[src/rtl/wb_arb_pkg.sv]
// Shared types and constants for the Wishbone round-robin arbiter.
// Optional watchdog feature is enabled by defining WB_ARB_TIMEOUT_EN.
package wb_arb_pkg;

    typedef enum logic [0:0] {
        IDLE = 1'b0,
        BUSY = 1'b1
    } arb_state_e;

    // Width of the stalled-strobe watchdog counter
    localparam int unsigned WDOG_W = 8;

    function automatic int unsigned idx_width(input int unsigned n);
        return (n > 1) ? $clog2(n) : 1;
    endfunction

endpackage

[src/rtl/wb_rr_pick.sv]
// Combinational round-robin picker: first requester after the last owner,
// wrapping from NUM_M-1 back to 0.
module wb_rr_pick
    import wb_arb_pkg::*;
#(
    parameter int unsigned NUM_M = 4,
    parameter int unsigned IDX_W = idx_width(NUM_M)
) (
    input  logic [NUM_M-1:0] req_i,
    input  logic [IDX_W-1:0] last_i,
    output logic [NUM_M-1:0] gnt_o
);

    logic [IDX_W-1:0] idx;
    logic             found;

    always_comb begin
        gnt_o = '0;
        found = 1'b0;
        idx   = '0;
        for (int unsigned i = 1; i <= NUM_M; i++) begin
            idx = IDX_W'((32'(last_i) + i) % NUM_M);
            if (!found && req_i[idx]) begin
                gnt_o[idx] = 1'b1;
                found      = 1'b1;
            end
        end
    end

endmodule

[src/rtl/wb_arbiter.sv]
// Wishbone N-master to 1-slave round-robin arbiter with locked cycles.
// Define WB_ARB_TIMEOUT_EN to add the stalled-strobe watchdog (m_err_o).
module wb_arbiter
    import wb_arb_pkg::*;
#(
    parameter int unsigned NUM_M   = 4,
    parameter int unsigned AWIDTH  = 16,
    parameter int unsigned DWIDTH  = 32,
    parameter int unsigned TIMEOUT = 255
) (
    input  logic                     clk_i,
    input  logic                     rst_i,
    input  logic [NUM_M-1:0]         m_cyc_i,
    input  logic [NUM_M-1:0]         m_stb_i,
    input  logic [NUM_M-1:0]         m_we_i,
    input  logic [NUM_M*AWIDTH-1:0]  m_adr_i,
    input  logic [NUM_M*DWIDTH-1:0]  m_dat_i,
    output logic [DWIDTH-1:0]        m_dat_o,
    output logic [NUM_M-1:0]         m_ack_o,
    output logic [NUM_M-1:0]         m_err_o,
    output logic [NUM_M-1:0]         gnt_o,
    output logic                     s_cyc_o,
    output logic                     s_stb_o,
    output logic                     s_we_o,
    output logic [AWIDTH-1:0]        s_adr_o,
    output logic [DWIDTH-1:0]        s_dat_o,
    input  logic [DWIDTH-1:0]        s_dat_i,
    input  logic                     s_ack_i
);

    localparam int unsigned IDX_W = idx_width(NUM_M);

    if (TIMEOUT < 1 || TIMEOUT > 255) begin : g_bad_timeout
        $error("wb_arbiter: TIMEOUT must be within 1..255");
    end

    arb_state_e         state_q;
    logic [NUM_M-1:0]   gnt_q;
    logic [IDX_W-1:0]   last_q;
    logic [NUM_M-1:0]   pick;

    logic [IDX_W-1:0]   owner_idx;
    logic               owner_cyc;
    logic               sel_stb;
    logic               sel_we;
    logic [AWIDTH-1:0]  sel_adr;
    logic [DWIDTH-1:0]  sel_dat;
    logic               wdog_hit;

    wb_rr_pick #(
        .NUM_M (NUM_M),
        .IDX_W (IDX_W)
    ) u_pick (
        .req_i  (m_cyc_i),
        .last_i (last_q),
        .gnt_o  (pick)
    );

    // Owner mux; everything collapses to zero while nobody holds the grant
    always_comb begin
        owner_idx = '0;
        owner_cyc = 1'b0;
        sel_stb   = 1'b0;
        sel_we    = 1'b0;
        sel_adr   = '0;
        sel_dat   = '0;
        for (int unsigned k = 0; k < NUM_M; k++) begin
            if (gnt_q[k]) begin
                owner_idx = IDX_W'(k);
                owner_cyc = m_cyc_i[k];
                sel_stb   = m_stb_i[k];
                sel_we    = m_we_i[k];
                sel_adr   = m_adr_i[k*AWIDTH +: AWIDTH];
                sel_dat   = m_dat_i[k*DWIDTH +: DWIDTH];
            end
        end
    end

    assign s_cyc_o = (state_q == BUSY);
    assign s_stb_o = s_cyc_o & sel_stb;
    assign s_we_o  = s_cyc_o & sel_we;
    assign s_adr_o = sel_adr;
    assign s_dat_o = sel_dat;
    assign m_dat_o = s_dat_i;
    assign m_ack_o = {NUM_M{s_ack_i}} & gnt_q;
    assign gnt_o   = gnt_q;

    // Arbitration FSM: grant from IDLE, hold while owner keeps cyc, release to IDLE
    always_ff @(posedge clk_i) begin
        if (rst_i) begin
            state_q <= IDLE;
            gnt_q   <= '0;
            last_q  <= IDX_W'(NUM_M - 1);
        end else begin
            case (state_q)
                IDLE: begin
                    if (|m_cyc_i) begin
                        gnt_q   <= pick;
                        state_q <= BUSY;
                    end
                end
                BUSY: begin
                    if (!owner_cyc || wdog_hit) begin
                        gnt_q   <= '0;
                        last_q  <= owner_idx;
                        state_q <= IDLE;
                    end
                end
                default: begin
                    gnt_q   <= '0;
                    state_q <= IDLE;
                end
            endcase
        end
    end

`ifdef WB_ARB_TIMEOUT_EN
    logic [WDOG_W-1:0] wdog_q;
    logic [WDOG_W-1:0] wdog_d;
    logic [NUM_M-1:0]  err_q;
    logic              stall;

    // Counts stalled strobe cycles; the TIMEOUT-th one forces release
    always_comb begin
        stall    = s_stb_o & ~s_ack_i;
        wdog_hit = stall && (wdog_q == WDOG_W'(TIMEOUT - 1));
        wdog_d   = wdog_q;
        if (!s_cyc_o || s_ack_i || wdog_hit) begin
            wdog_d = '0;
        end else if (stall) begin
            wdog_d = wdog_q + WDOG_W'(1);
        end
    end

    always_ff @(posedge clk_i) begin
        if (rst_i) begin
            wdog_q <= '0;
            err_q  <= '0;
        end else begin
            wdog_q <= wdog_d;
            err_q  <= wdog_hit ? gnt_q : '0;
        end
    end

    assign m_err_o = err_q;
`else
    assign wdog_hit = 1'b0;
    assign m_err_o  = '0;
`endif

endmodule

[config.mk]
export PLATFORM = sky130hd
export DESIGN_NAME = wb_arbiter
export DESIGN_NICKNAME = d
export VERILOG_FILES = /design/src/rtl/wb_arb_pkg.sv /design/src/rtl/wb_rr_pick.sv /design/src/rtl/wb_arbiter.sv
export SDC_FILE = /design/constraint.sdc
export NUM_CORES = 1
export LEC_CHECK = 0
export BUFFER_PORTS_ARGS = -buffer_cell sky130_fd_sc_hd__clkbuf_2
export CAP_MARGIN = 5
export CORE_AREA = 5 5 127 129
export CTS_CLUSTER_SIZE = 28
export DETAILED_ROUTE_END_ITERATION = 8
export DIE_AREA = 0 0 132 134
export SYNTH_ARGS = -nofsm -noshare
export SYNTH_HDL_FRONTEND = slang
export SYNTH_SLANG_ARGS = --single-unit
[constraint.sdc]
create_clock -name clk_i -period 2.48 [get_ports clk_i]
set_clock_uncertainty 0.15 [all_clocks]
set_input_delay 0.124 -clock clk_i [delete_from_list [all_inputs] [get_ports clk_i]]
set_output_delay 0.124 -clock clk_i [all_outputs]
set_load 0.1 [all_outputs]
---- Word level (Yosys, flattened, before mapping) ----
Index checks and enable logic that the tools add are counted.
cells by class
  bitwise gates (word level) .............. 8
  reduce and logical (&&, ||, !) cells .... 13
  mux-type cells .......................... 52
  add/subtract/negate cells ............... 4
  $lt $le $gt $ge ......................... 8
  equality and inequality tests ........... 2
operators with widths
  cell                   number
  $mux W32               4
  $mux W16               4
  $mux W1                26
  $mux W4                6
  $lt A2 B3 Y1 const B   4
  $or A4 B4 Y4           3
  $bmux W1 S2            4
  $demux W1 S2           4
  $ge A2 B1 Y1 const B   4
  $pmux W4 S2            1
  $logic_and A1 B1 Y1    7
  $add A2 B1 Y2 const B  2
  $add A2 B2 Y2 const B  2
  $and A4 B4 Y4          1
  $mux W2                2
  $ne A2 B2 Y1 const B   2
  $reduce_and A2 Y1      2
  $reduce_or A4 Y1       1
  $logic_not A1 Y1       3
  $and A1 B1 Y1          2
  $not A1 Y1             2
  $pmux W1 S2            1
storage, ports and cells
  word-level logic and storage cells ...... 90
  input port bits ......................... 239
  register bits ........................... 7

---- Longest topological paths before layout ----
Gate-level depths: netlist of the first run.
  word-level depth ........................ 15
  depth in mapped cells ................... 8
  gate-level depth less buffers ........... 7

---- Hierarchy ----
A second synthesis of the first run with hierarchy kept.
second synthesis, totals
  cells, all modules ...................... 290
  area, all modules ....................... 2133.3 um^2
modules (own cells, without submodules)
  module      instances  seq. area each (um^2)  area an instance (um^2)  cells each
  wb_arbiter  1          140.1                  1775.5                   252
  wb_rr_pick  1          0.0                    357.8                    38

---- Least setup slack after synthesis of the first run ----
Ideal clock, no wire load.
  path type ............................... register to output
  start ................................... register gnt_q[1], in the netlist gnt_o[1]
  end ..................................... output port s_adr_o[10]
  data arrival time ....................... 4.129 ns
  required time ........................... 2.206 ns
  path slack .............................. -1.923 ns
  path buffers ............................ 2
  stages on the path, launching flop included .. 7
  cells stage by stage .................... dfxtp_1 -> inv_1 -> nor2_1 -> clkbuf_1 -> clkbuf_1 -> a22oi_1 -> o21ai_0
on the way
  cells in the longest elaborated chain, start to end .. 3
ends and longest elaborated chain
  element                   line              text
  start: declaration        wb_arbiter.sv:38  logic [NUM_M-1:0] gnt_q;
  start signal: assignment  wb_arbiter.sv:98  gnt_q <= pick;
  $mux W16 (3 in series)    wb_arbiter.sv:68  if (gnt_q[k]) begin
  end: declaration          wb_arbiter.sv:25  output logic [AWIDTH-1:0] s_adr_o,
Every way passes these cells.

---- Final worst setup path of the first run ----
  start ................................... register gnt_q[3], in the netlist gnt_o[3]
  end ..................................... output port s_adr_o[1]
on the way
  cells in the longest elaborated chain, start to end .. 1
ends and longest elaborated chain
  element   line
  $mux W16  wb_arbiter.sv:68
Every way passes these cells.

==> flow_summary.ini, run 1 <==
[sta]
final.period_utilization_pct = 83.84
fmax_mhz = 480.9
rsz0062_at_grt = false
finalHoldViolations = 0
max_slew_margin_pct = 62.63
hold_slack_ns = 0.09803
min_period_ns = 2.079
worstMarginPinSlew_ns = 0.5630
timing.final.ws_setup_ns = 0.4007
slew_violations = 0
setup_viol = 0

[yosys]
synthAdderAreaFrac_pct = 4.651
ys_ff_latch = 7
seq_area_frac_synth_pct = 6.512
netlist_area_mm2 = 0.002152
synth_edf_count = 0
synth_top_family_by_area = compound AO/OA/AOI/OAI gates
yosys.area_share.simple_pct = 11.05
syn-mean-instance-area_um2 = 6.987
synth_compound_area_share_pct = 54.71
synthFlopType = dfxtp_1
synth_most_common_cell = a22oi_1
synthArstFlopShare_pct = 0
yosysTopAreaCell = a22oi_1
synth.area.mux_share_pct = 2.500
synthTopCellsByArea = a22oi_1, buf_4, o21ai_0
yosys.cell_types.count = 43
synthXorXnorAreaFrac_pct = 0
synth_common_cells = a22oi_1, o21ai_0, buf_4, clkbuf_1, inv_1
synth_cells = 308
yosysWarnings = 0
synth_top_area_share_pct = 34.53

[floorplanning]
core-area_mm2 = 0.01492
die_h_um = 134
initial_core_util_pct = 14.42
dieArea_mm2 = 0.01769
ios = 334
rows = 45
die_w_um = 132

[job]
maxCapViolCount = 0

[drt]
dr.pass1.iters = 6
drtAntennaViolNets = 0
vias = 3364
wl_per_cell_um = 16.71
drc = 0
wl_mm = 11.93
avgViaCountPerCell = 4.711
first_iter_violations = 216

[cts]
clk_latency_ns = 0.23
cts_sinks = 7
clk_path_buf_depth = 2
cts_setup_buffers = 0
root_buffer = clkbuf_16
cts_resized = 0
ctsHoldBuffers = 1
path_clk_slew_ns = 0.03
numCtsBuffers = 3
cts_tree = yes
cts_max_level = 1

[layout]
fin_nets = 774
antenna-diode-count = 0
final_layout_size_suffix_gt1_share_pct = 65.97
syn_to_final_growth_pct = 116.6
fin_util_pct = 31.24

[placement]
io_buffers = 265
place_congestion = 0.8833
place_ws_ns = 0.5299
dpl.hpwl_mm = 10.18

[pwr]
power-per-cell-area_mw_per_mm2 = 1340
p_leak_nw = 2.037
ir_worst_vdd_v = 0.0007890

[grt]
grt_pass1_vias = 3457
grtUsageTotal_pct = 12.17
grt_pass1_wl_mm = 17.97
grt_max_degree = 54
grt_overflow = 0
antenna_found_initial = 0

[critical_path]
path_max_fanout = 26
regToRegSetupSlack_ns = 0.45
arrival_ns = 1.81
critPathCaptureType = output pin
required_ns = 2.21
crit_type = flip-flop to output pin
start_kind = flip-flop

[hold_path]
hold_class = input port to output pin

[outcome]
status = completed
## layer usage
| layer | up-vias | track usage, % | wire [um] |
|---|---|---|---|
| met1 | 1519 | 14.46 | 4616 |
| met3 | 10 | 3.788 | 1304 |
| li1 | 1619 | - | - |
| met4 | 0 | 1.086 | 56 |
| met2 | 216 | 22.26 | 5956 |
| met5 | - | 0 | 0 |
## stage by stage
stage,std cells,setup TNS (ns),cell area [um^2],power [W]
5_1_grt,714,0,4661,0.006449
3_5_place_dp,709,0,4572,0.006004
3_3_place_gp,709,0,4572,0.005995
4_1_cts,714,0,4661,0.006294
2_1_floorplan,311,-0.01397,2542,0.004211
6_report,714,0,4661,0.006244
## area by class of cell
type / instances / area (um^2)
Inverter: 9 / 33.78
Multi-Input combinational cell: 228 / 1959
Fill cell: 1597 / 10260
Timing Repair Buffer: 278 / 2202
Tap cell: 188 / 235.2
Sequential cell: 7 / 151.4
Clock buffer: 4 / 78.83
## placed cells by master, fill, tap and decap left out, drive strengths merged, types with 3 or more instances in the layout
| master | netlist | final |
|---|---|---|
| a211oi | 3 | 3 |
| a221oi | 3 | 3 |
| a22oi | 99 | 99 |
| and2 | 6 | 6 |
| buf | 44 | 62 |
| clkbuf | 23 | 219 |
| conb | 1 | 4 |
| dfxtp | 7 | 7 |
| ha | 8 | 8 |
| inv | 9 | 9 |
| nand3 | 4 | 4 |
| nand3b | 4 | 4 |
| nor2 | 5 | 5 |
| nor3 | 5 | 5 |
| o211ai | 4 | 4 |
| o21ai | 56 | 56 |
| or3b | 3 | 3 |
## where the power goes
part           switching, W  internal (W)
registers         0.0000315      0.000146
clock network     0.0000642      0.000214
logic               0.00387       0.00192
total               0.00397       0.00228
## path summary, 6_finish.rpt
kind                                from               endpoint  cells after the start
setup reg to reg  last_q[1]$_SDFFE_PP1P_  gnt_o[2]$_SDFFE_PP0P_                      7
hold / removal               s_dat_i[14]            m_dat_o[14]                      0
setup / recovery   gnt_o[3]$_SDFFE_PP0P_             s_adr_o[1]                      6
hold reg to reg    gnt_o[0]$_SDFFE_PP0P_  gnt_o[0]$_SDFFE_PP0P_                      2
## worst max-delay path, stage by stage (launching register included)
cell     delay [ns]
dfxtp_4        0.36
nor2_2         0.21
and2_2         0.20
buf_4          0.29
a22oi_1        0.19
o21ai_4        0.11
buf_12         0.19
## registers in the layout, indices dropped and copies added (netlist names)
name	cells
gnt_o	4
last_q	2
s_cyc_o	1
## cell families (layout without fill, tap and decap cells)
logic type      Yosys count  after routing
flops                     7              7
other cells               1              4
simple gates             38             38
fa+ha+maj                 8              8
mux                       4              4
buf+inv                  76            291
compound gates          174            174
Power figures use the tool's default switching activity.
==> run 2: changes to the inputs <==
==> constraint.sdc (replaced) <==
create_clock -name clk_i -period 2.01 [get_ports clk_i]
set_clock_uncertainty 0.15 [all_clocks]
set_input_delay 0.1005 -clock clk_i [delete_from_list [all_inputs] [get_ports clk_i]]
set_output_delay 0.1005 -clock clk_i [all_outputs]
set_load 0.1 [all_outputs]
==> flow_summary.ini, run 2 (same netlist as run 1, synthesis figures left out) <==
[floorplanning]
die_w_um = 132
dieArea_mm2 = 0.01769
core-area_mm2 = 0.01492
die_h_um = 134
initial_core_util_pct = 14.42
rows = 45
ios = 334

[placement]
dpl.hpwl_mm = 10.68
place_congestion = 0.8584
place_ws_ns = 0.05833
io_buffers = 265
dp_cells = 714

[cts]
numCtsBuffers = 3
root_buffer = clkbuf_16
cts_sinks = 7
clk_path_buf_depth = 2
cts_max_level = 1
clk_latency_ns = 0.24
path_clk_slew_ns = 0.04
cts_tree = yes

[pwr]
combinationalPowerShare_pct = 92.6
p_switching_w = 0.005111
p_leak_nw = 2.140
power_w = 0.008220
clkPwrFrac_pct = 4.3
ir_worst_vdd_v = 0.0005710
intPower_w = 0.003109
swShare_pct = 62.18
p_seq_share_pct = 3.0
power-per-cell-area_mw_per_mm2 = 1585

[layout]
antenna-diode-count = 0
finalNonFillerCells = 721
syn_to_final_growth_pct = 141.0
fin_util_pct = 34.76
fin_nets = 781
final_layout_size_suffix_gt1_share_pct = 72.05
mostFrequentLayoutCells = clkbuf_2, a22oi_1, buf_12
largest_register_ffs = 4
mostFrequentLayoutCell = clkbuf_2

[critical_path]
critPathMaxStageDelay_ns = 0.36
start_kind = flip-flop
crit_slowest_cell = dfxtp_4
regToRegSetupSlack_ns = 0.13
crit_start = gnt_o[3]$_SDFFE_PP0P_
reg2regPathDepth = 7
critPathCaptureType = output pin
required_ns = 1.76
crit_type = flip-flop to output pin
arrival_ns = 1.69
cp_common_cell = buf_12
r2r-start = last_q[1]$_SDFFE_PP1P_
path_max_fanout = 39
r2r_end = gnt_o[3]$_SDFFE_PP0P_
path_cells = buf_12 > buf_12 > a22oi_1 > o21ai_4 > buf_12

[sta]
max_slew_margin_pct = 63.28
finalHoldViolations = 0
slew_violations = 0
setup_viol = 0
worstMarginPinSlew_ns = 0.5532
finalSetupTns_ns = 0
final.period_utilization_pct = 96.46
min_period_ns = 1.939
rsz0062_at_grt = false
timing.final.ws_setup_ns = 0.07122
fmax_mhz = 515.8

[job]
maxCapViolCount = 0

[drt]
drc = 0
wl_mm = 12.69
first_iter_violations = 248
drtAntennaViolNets = 0
wl_per_cell_um = 17.59
dr.pass1.iters = 7
vias = 3434
avgViaCountPerCell = 4.763

[hold_path]
hp-start = s_dat_i[14]
hold_depth = 0
hold_path_end = m_dat_o[14]
hold_class = input port to output pin

[grt]
grtUsageTotal_pct = 12.79
grt_pass1_wl_mm = 18.62
antenna_found_initial = 0
grt_pass1_vias = 3468
grt_max_degree = 40
grt_overflow = 0

[outcome]
status = completed
run 2: cell types whose count changed in the layout (fill, tap and decap cells not counted), sizes merged:
cell    previous run  this run
clkbuf           219       217
buf               62        71
run 2: stage by stage:
stage	area, um^2	hold WS, ns
after global routing	5186	0.05114
final	5186	0.05103
after global placement	5070	0.05168
after CTS	5169	0.05168
after detailed placement	5070	0.05168
after floorplan	2980	0.01992
run 2: cell type report:
type / instances / area (um^2)
clock buffer: 4 / 78.83
fill: 1536 / 9734
inverter: 9 / 33.78
multi-input combinational: 228 / 2311
sequential: 7 / 163.9
tap: 188 / 235.2
timing repair buffer: 285 / 2364
run 2: how the worst max path moves through the flow:
stage | slack [ns] | endpoint | depth (start not counted)
finish | 0.07 | s_dat_o[0] | 5
global route | 0.01 | gnt_o[1]$_SDFFE_PP0P_ | 7
CTS | 0.04 | gnt_o[3]$_SDFFE_PP0P_ | 7
detailed placement | 0.06 | gnt_o[3]$_SDFFE_PP0P_ | 7
global placement | 0.11 | gnt_o[3]$_SDFFE_PP0P_ | 7
floorplan | -0.02 | s_dat_o[10] | 7
run 2: power by group through the flow:
stage / sequential, W / clock, W / combinational, W
after CTS: 0.000252 / 0.000356 / 0.00765
after global routing: 0.000256 / 0.000362 / 0.00785
after detailed placement: 0.000252 / 0 / 0.00762
after global placement: 0.000248 / 0 / 0.00760
final: 0.000250 / 0.000357 / 0.00761
after floorplan: 0.000397 / 0 / 0.00521
run 2: per-layer routing:
metal / vias to the layer above / part of all wire (%) / track usage, %
met5: - / 0 / 0
met4: 0 / 1.6 / 3.143
met3: 24 / 11 / 3.788
met2: 212 / 49 / 22.23
met1: 1574 / 39 / 15.46
li1: 1624 / - / -
run 2: timing repair:
action / CTS / global route
hold buffers: 1 / 0
pin swaps: 0 / 2
endpoints found under the setup margin: 7 / 4
buffers inserted: 0 / 2
cloned: 0 / 0
resized for setup: 3 / 2
endpoints found under the hold margin: 1 / 0
run 2: worst max-delay path: cells and delay by family, from the launching register on:
| kind | cells | cell delay [ns] |
|---|---|---|
| compound gates | 2 | 0.32 |
| buf+inv | 3 | 0.72 |
| flops | 1 | 0.36 |
